### src/rtl/mbc_pkg.sv
// Shared definitions for the clocked MBC-style bank controller:
// control-space region codes, the RAM unlock key and small sizing helpers.
package mbc_pkg;

   localparam logic [1:0] REG_RAMEN = 2'b00;
   localparam logic [1:0] REG_ROMLO = 2'b01;
   localparam logic [1:0] REG_HI    = 2'b10;
   localparam logic [1:0] REG_MODE  = 2'b11;

   localparam logic [3:0] RAM_EN_KEY = 4'hA;

   // A synchronised write strobe must be low this many cycles to be accepted.
   localparam logic [1:0] MIN_WR_LOW = 2'd2;

   function automatic int cnt_width(input int timeout);
      if (timeout < 1)
         return 1;
      return $clog2(timeout + 1);
   endfunction

   function automatic int aa_width(input int hi_bits);
      return (hi_bits > 0) ? hi_bits : 1;
   endfunction

endpackage

### src/rtl/mbc_wr_sync.sv
// Brings the asynchronous CPU write strobe into the clock domain, filters
// runt pulses and keeps a shadow copy of the address/data seen while low.
module mbc_wr_sync
   import mbc_pkg::*;
(
   input  logic       clk,
   input  logic       rst_n,
   input  logic       n_wr,
   input  logic       a15,
   input  logic       a14,
   input  logic       a13,
   input  logic [7:0] d,
   output logic       commit_stb,
   output logic [2:0] cap_addr,
   output logic [7:0] cap_data
);

   logic       wr_meta_reg;
   logic       wr_s_reg;
   logic [1:0] low_cnt_reg;

   // Preset to the idle (high) level so reset release never looks like a write edge.
   always_ff @(posedge clk or negedge rst_n) begin
      if (!rst_n) begin
         wr_meta_reg <= 1'b1;
         wr_s_reg    <= 1'b1;
      end else begin
         wr_meta_reg <= n_wr;
         wr_s_reg    <= wr_meta_reg;
      end
   end

   always_ff @(posedge clk or negedge rst_n) begin
      if (!rst_n) begin
         low_cnt_reg <= 2'd0;
      end else if (wr_s_reg) begin
         low_cnt_reg <= 2'd0;
      end else if (low_cnt_reg != 2'd3) begin
         low_cnt_reg <= low_cnt_reg + 2'd1;
      end
   end

   always_ff @(posedge clk or negedge rst_n) begin
      if (!rst_n) begin
         cap_addr <= 3'd0;
         cap_data <= 8'd0;
      end else if (!wr_s_reg) begin
         cap_addr <= {a15, a14, a13};
         cap_data <= d;
      end
   end

   // The low counter clears one cycle after release, so this is a single-cycle pulse.
   assign commit_stb = wr_s_reg && (low_cnt_reg >= MIN_WR_LOW);

endmodule

### src/rtl/mbc_gen_sync.sv
// Clocked MBC1-compatible bank controller with configurable bank widths,
// selectable zero-bank remap and an optional RAM-enable inactivity timeout.
module mbc_gen_sync
   import mbc_pkg::*;
#(
   parameter int LO_BITS     = 5,
   parameter int HI_BITS     = 2,
   parameter int ZERO_REMAP  = 1,
   parameter int RAM_TIMEOUT = 0
) (
   input  logic                          CLK,
   input  logic                          n_RESET,
   input  logic                          n_WR,
   input  logic                          n_CS,
   input  logic                          A15,
   input  logic                          A14,
   input  logic                          A13,
   input  logic [7:0]                    D,
   output logic [LO_BITS-1:0]            RA,
   output logic [aa_width(HI_BITS)-1:0]  AA,
   output logic                          RAM_CS,
   output logic                          n_RAM_CS
);

   logic               commit_stb;
   logic [2:0]         cap_addr;
   logic [7:0]         cap_data;
   logic               wr_cmd;
   logic [1:0]         region;
   logic               key_ok;
   logic               ram_en_reg;
   logic [LO_BITS-1:0] rom_lo_reg;
   logic [LO_BITS-1:0] eff_lo;
   logic               mode_reg;
   logic               unused_data;

   mbc_wr_sync u_wr_sync (
      .clk        (CLK),
      .rst_n      (n_RESET),
      .n_wr       (n_WR),
      .a15        (A15),
      .a14        (A14),
      .a13        (A13),
      .d          (D),
      .commit_stb (commit_stb),
      .cap_addr   (cap_addr),
      .cap_data   (cap_data)
   );

   // Writes with A15 set land in cartridge RAM, not in the control space.
   assign wr_cmd      = commit_stb && !cap_addr[2];
   assign region      = cap_addr[1:0];
   assign key_ok      = (cap_data[3:0] == RAM_EN_KEY);
   assign unused_data = ^cap_data;

   always_ff @(posedge CLK or negedge n_RESET) begin
      if (!n_RESET) begin
         rom_lo_reg <= '0;
         mode_reg   <= 1'b0;
      end else if (wr_cmd) begin
         if (region == REG_ROMLO)
            rom_lo_reg <= cap_data[LO_BITS-1:0];
         if (region == REG_MODE)
            mode_reg <= cap_data[0];
      end
   end

   generate
      if (RAM_TIMEOUT > 0) begin : g_timeout
         localparam int             CW     = cnt_width(RAM_TIMEOUT);
         localparam logic [CW-1:0]  T_LOAD = CW'(RAM_TIMEOUT);
         logic [CW-1:0] cnt_reg;

         // Commit beats RAM activity, which beats the countdown/expiry.
         always_ff @(posedge CLK or negedge n_RESET) begin
            if (!n_RESET) begin
               ram_en_reg <= 1'b0;
               cnt_reg    <= '0;
            end else if (wr_cmd && region == REG_RAMEN) begin
               ram_en_reg <= key_ok;
               cnt_reg    <= key_ok ? T_LOAD : '0;
            end else if (RAM_CS) begin
               cnt_reg <= T_LOAD;
            end else if (ram_en_reg) begin
               if (cnt_reg == '0)
                  ram_en_reg <= 1'b0;
               else
                  cnt_reg <= cnt_reg - 1'b1;
            end
         end
      end else begin : g_no_timeout
         always_ff @(posedge CLK or negedge n_RESET) begin
            if (!n_RESET)
               ram_en_reg <= 1'b0;
            else if (wr_cmd && region == REG_RAMEN)
               ram_en_reg <= key_ok;
         end
      end
   endgenerate

   generate
      if (HI_BITS > 0) begin : g_hi
         logic [HI_BITS-1:0] hi_reg;

         always_ff @(posedge CLK or negedge n_RESET) begin
            if (!n_RESET)
               hi_reg <= '0;
            else if (wr_cmd && region == REG_HI)
               hi_reg <= cap_data[HI_BITS-1:0];
         end

         assign AA = (A14 || mode_reg) ? hi_reg : '0;
      end else begin : g_no_hi
         logic unused_mode;
         assign unused_mode = mode_reg;
         assign AA          = 1'b0;
      end
   endgenerate

   assign eff_lo   = (ZERO_REMAP != 0 && rom_lo_reg == '0) ? LO_BITS'(1) : rom_lo_reg;
   assign RA       = A14 ? eff_lo : '0;
   assign RAM_CS   = ram_en_reg & n_RESET & ~n_CS & A15 & ~A14 & A13;
   assign n_RAM_CS = ~RAM_CS;

endmodule

### config.mk
export PLATFORM = sky130hd
export DESIGN_NAME = mbc_gen_sync
export DESIGN_NICKNAME = d
export VERILOG_FILES = /design/src/rtl/mbc_pkg.sv /design/src/rtl/mbc_wr_sync.sv /design/src/rtl/mbc_gen_sync.sv
export SDC_FILE = /design/constraint.sdc
export NUM_CORES = 1
export LEC_CHECK = 0
export ABC_AREA = 1
export ABC_CLOCK_PERIOD_IN_PS = 1150
export CORE_UTILIZATION = 35
export CTS_CLUSTER_DIAMETER = 200
export DETAILED_ROUTE_END_ITERATION = 8
export SETUP_SLACK_MARGIN = 0.3
export SLEW_MARGIN = 15
export SYNTH_ARGS = -nofsm -noshare
export SYNTH_HDL_FRONTEND = slang
export SYNTH_SLANG_ARGS = --single-unit
### constraint.sdc
create_clock -name CLK -period 1.15 [get_ports CLK]
set_clock_uncertainty 0.05 [all_clocks]
set_input_delay 0.2875 -clock CLK [delete_from_list [all_inputs] [get_ports CLK]]
set_output_delay 0.2875 -clock CLK [all_outputs]
set_load 0.05 [all_outputs]
==> results.py <==
metrics = {
    "timing": {
        "slew_headroom_pct": 82.0,
        "finalCritPeriodShare_pct": 131,
        "setup_viol_count_final": 26,
        "worstMarginPinSlew_ns": 0.270,
        "rsz0062_at_grt": "true",
        "fin_crit_ns": 1.51,
        "fmax_ghz": 0.663,
        "hold_viol_final": 0,
        "fin_ws_ns": -0.359,
        "slew_viol_final": 0,
        "fin_setup_tns_ns": -4.67,
    },
    "finish": {
        "diodes": 0,
        "syn_to_final_growth_pct": 69.1,
        "drive_gt1_share_pct": 52.6,
        "post-route-util_pct": 62.6,
        "final_common_cell": "nand2_1",
        "most-common-layout-cells": "nand2_1, dfrtp_1, buf_4",
        "final_cell_area_sq_mm": 0.00173,
        "nets": 191,
    },
    "cts": {
        "cts_tree": "yes",
        "clkLatencyLatePin_ns": 0.32,
        "clkTransAtPathRegs_ns": 0.12,
        "clkSinkCount": 21,
        "htreeDepth": 1,
        "cts-buffers-inserted": 3,
        "clockBufferDepth": 2,
        "cts-root-buf": "clkbuf_4",
        "holdBufCountCts": 0,
    },
    "routing": {
        "routed_via_density": 4.66,
        "drt_iter0_drc": 17,
        "avgRoutedWirePerCell_um": 12.1,
        "remaining_drc_errors": 0,
        "vias": 950,
        "drt-total-wl_mm": 2.47,
        "antenna_left": 0,
        "dr.pass1.iters": 4,
    },
    "min_path": {
        "hold_path.class": "input pin to asynchronous set/reset pin",
    },
    "synthesis": {
        "synth_cell_types": 19,
        "syn_area_sq_mm": 0.00102,
        "postSynthCellCount": 125,
        "syn_area_per_cell_sq_um": 8.17,
        "synthTopCellsByArea": "dfrtp_1, nand2_1, inv_1",
        "synth_top_cell_by_area": "dfrtp_1",
        "ys_ff_latch": 21,
        "ys.warnings.count": 0,
        "synth_top_area_share_pct": 46.6,
        "ys_seq_area_share_pct": 51.7,
        "syn-num-nets": 142,
    },
    "floorplanning": {
        "die_w_um": 56.0,
        "core_sq_mm": 0.00276,
        "die_area_sq_mm": 0.00314,
        "die_h_um": 56.0,
        "initial_core_util_pct": 37.0,
        "boundaryPins": 24,
        "std_cell_rows": 19,
    },
    "global_routing": {
        "grt.overflow.total": 0,
        "grt_pass1_wl_mm": 4.22,
        "antenna_found_initial": 0,
        "grt_usage_pct": 17.4,
        "grt_max_degree": 22,
        "grt_pass1_vias": 981,
    },
    "setup_path": {
        "cp.required_ns": 0.81,
        "rr_worst_depth": 5,
        "critPathKind": "register to output port",
        "worst-path-max-fanout": 2,
        "cp.arrival_ns": 1.17,
        "cp-start-kind": "register",
        "endpoint_kind": "output port",
        "reg2reg_slack_ns": -0.17,
        "r2r_end": "rom_lo_reg[3]",
        "r2r_start": "u_wr_sync.wr_s_reg",
        "crit_path_start": "rom_lo_reg[1]",
    },
    "pwr": {
        "seqPwrFrac_pct": 36.1,
        "clockPowerShare_pct": 12.8,
        "p_per_area_mw_per_mm2": 1660,
        "p_sw_mw": 1.12,
        "ir_drop_mv": 1.61,
        "total_power_mw": 2.86,
        "p_leak_nw": 0.862,
        "p_int_mw": 1.75,
        "switching_share_pct": 39.0,
        "comb_power_share_pct": 51.1,
    },
    "run_status": {
        "status": "complete, but fails checks",
        "violations": "negative setup slack",
    },
    "placement": {
        "port_buffers": 20,
        "dp.final_hpwl_mm": 1.58,
        "place.gp.congestion": 0.813,
        "placed_area_sq_mm": 0.00146,
    },
    "job": {
        "maxCapViolations": 0,
    },
}
-- cells in the mapped netlist, drive strengths merged --
master / instances
nand3: 13
o21a: 2
nor2: 14
a21oi: 2
o21ai: 5
buf: 3
ha: 2
inv: 20
dfrtp: 19
dfstp: 2
nand2: 41
nand4: 1
a211oi: 1
-- critical path, stage by stage (launching register included) --
cell and delay (ns):
dfrtp_1 0.42, nor2_2 0.13, a21oi_2 0.08, nor2_4 0.10, buf_12 0.14
-- stage by stage --
step,hold slack (ns),setup slack [ns],std cells
after detailed placement,0.299,-0.517,189
after floorplan,-0.0581,-0.593,125
after CTS,0.0155,-0.351,199
after global routing,0.0300,-0.416,204
after global placement,0.296,-0.504,189
final,0.0180,-0.359,204
-- worst max path at each step --
stage	depth (start not counted)	slack [ns]	end
after global routing	4	-0.42	RA[0]
after global placement	5	-0.50	n_RAM_CS
after detailed placement	5	-0.52	n_RAM_CS
after CTS	4	-0.35	RA[0]
after floorplan	4	-0.59	RAM_CS
final	4	-0.36	RA[0]
-- metal layers --
| metal | GRT usage [%] | share of wire, % | vias to the layer above |
|---|---|---|---|
| li1 | - | - | 485 |
| met1 | 18.7 | 39 | 443 |
| met2 | 31.8 | 56 | 17 |
| met3 | 5.58 | 3.9 | 5 |
| met4 | 6.27 | 1.3 | 0 |
| met5 | 0 | 0 | - |
-- power by group through the flow --
stage                     Clock [mW]  Combinational [mW]  Sequential (mW)
after detailed placement           0                1.19             1.02
after CTS                      0.376                1.37             1.02
after global placement             0                1.17             1.01
after floorplan                    0               0.618             1.01
after global routing           0.410                1.56             1.05
final                          0.366                1.46             1.03
-- final cells by class --
class,count,area [sq um]
clock inverter,1,5.00
tap,31,38.8
sequential,21,528
multi-input combinational,82,539
inverter,20,85.1
fill,244,1030
timing repair buffer,46,508
clock buffer,3,22.5
-- cell families (layout without fill, tap and decap cells) --
kind of cell	Yosys count	in the layout	synth area share (%)
simple gates	69	70	30.1
buf+inv	23	70	10.0
flops	21	21	51.7
compound gates	10	10	5.64
fa+ha+maj	2	2	2.45
-- repair_timing --
item,in CTS,in global routing
cloned,2,0
endpoints found under the setup margin,28,28
pin swaps,5,5
hold endpoints to repair,0,0
setup buffers,4,5
resized for setup,41,18
(Power assumes the default switching activity.)
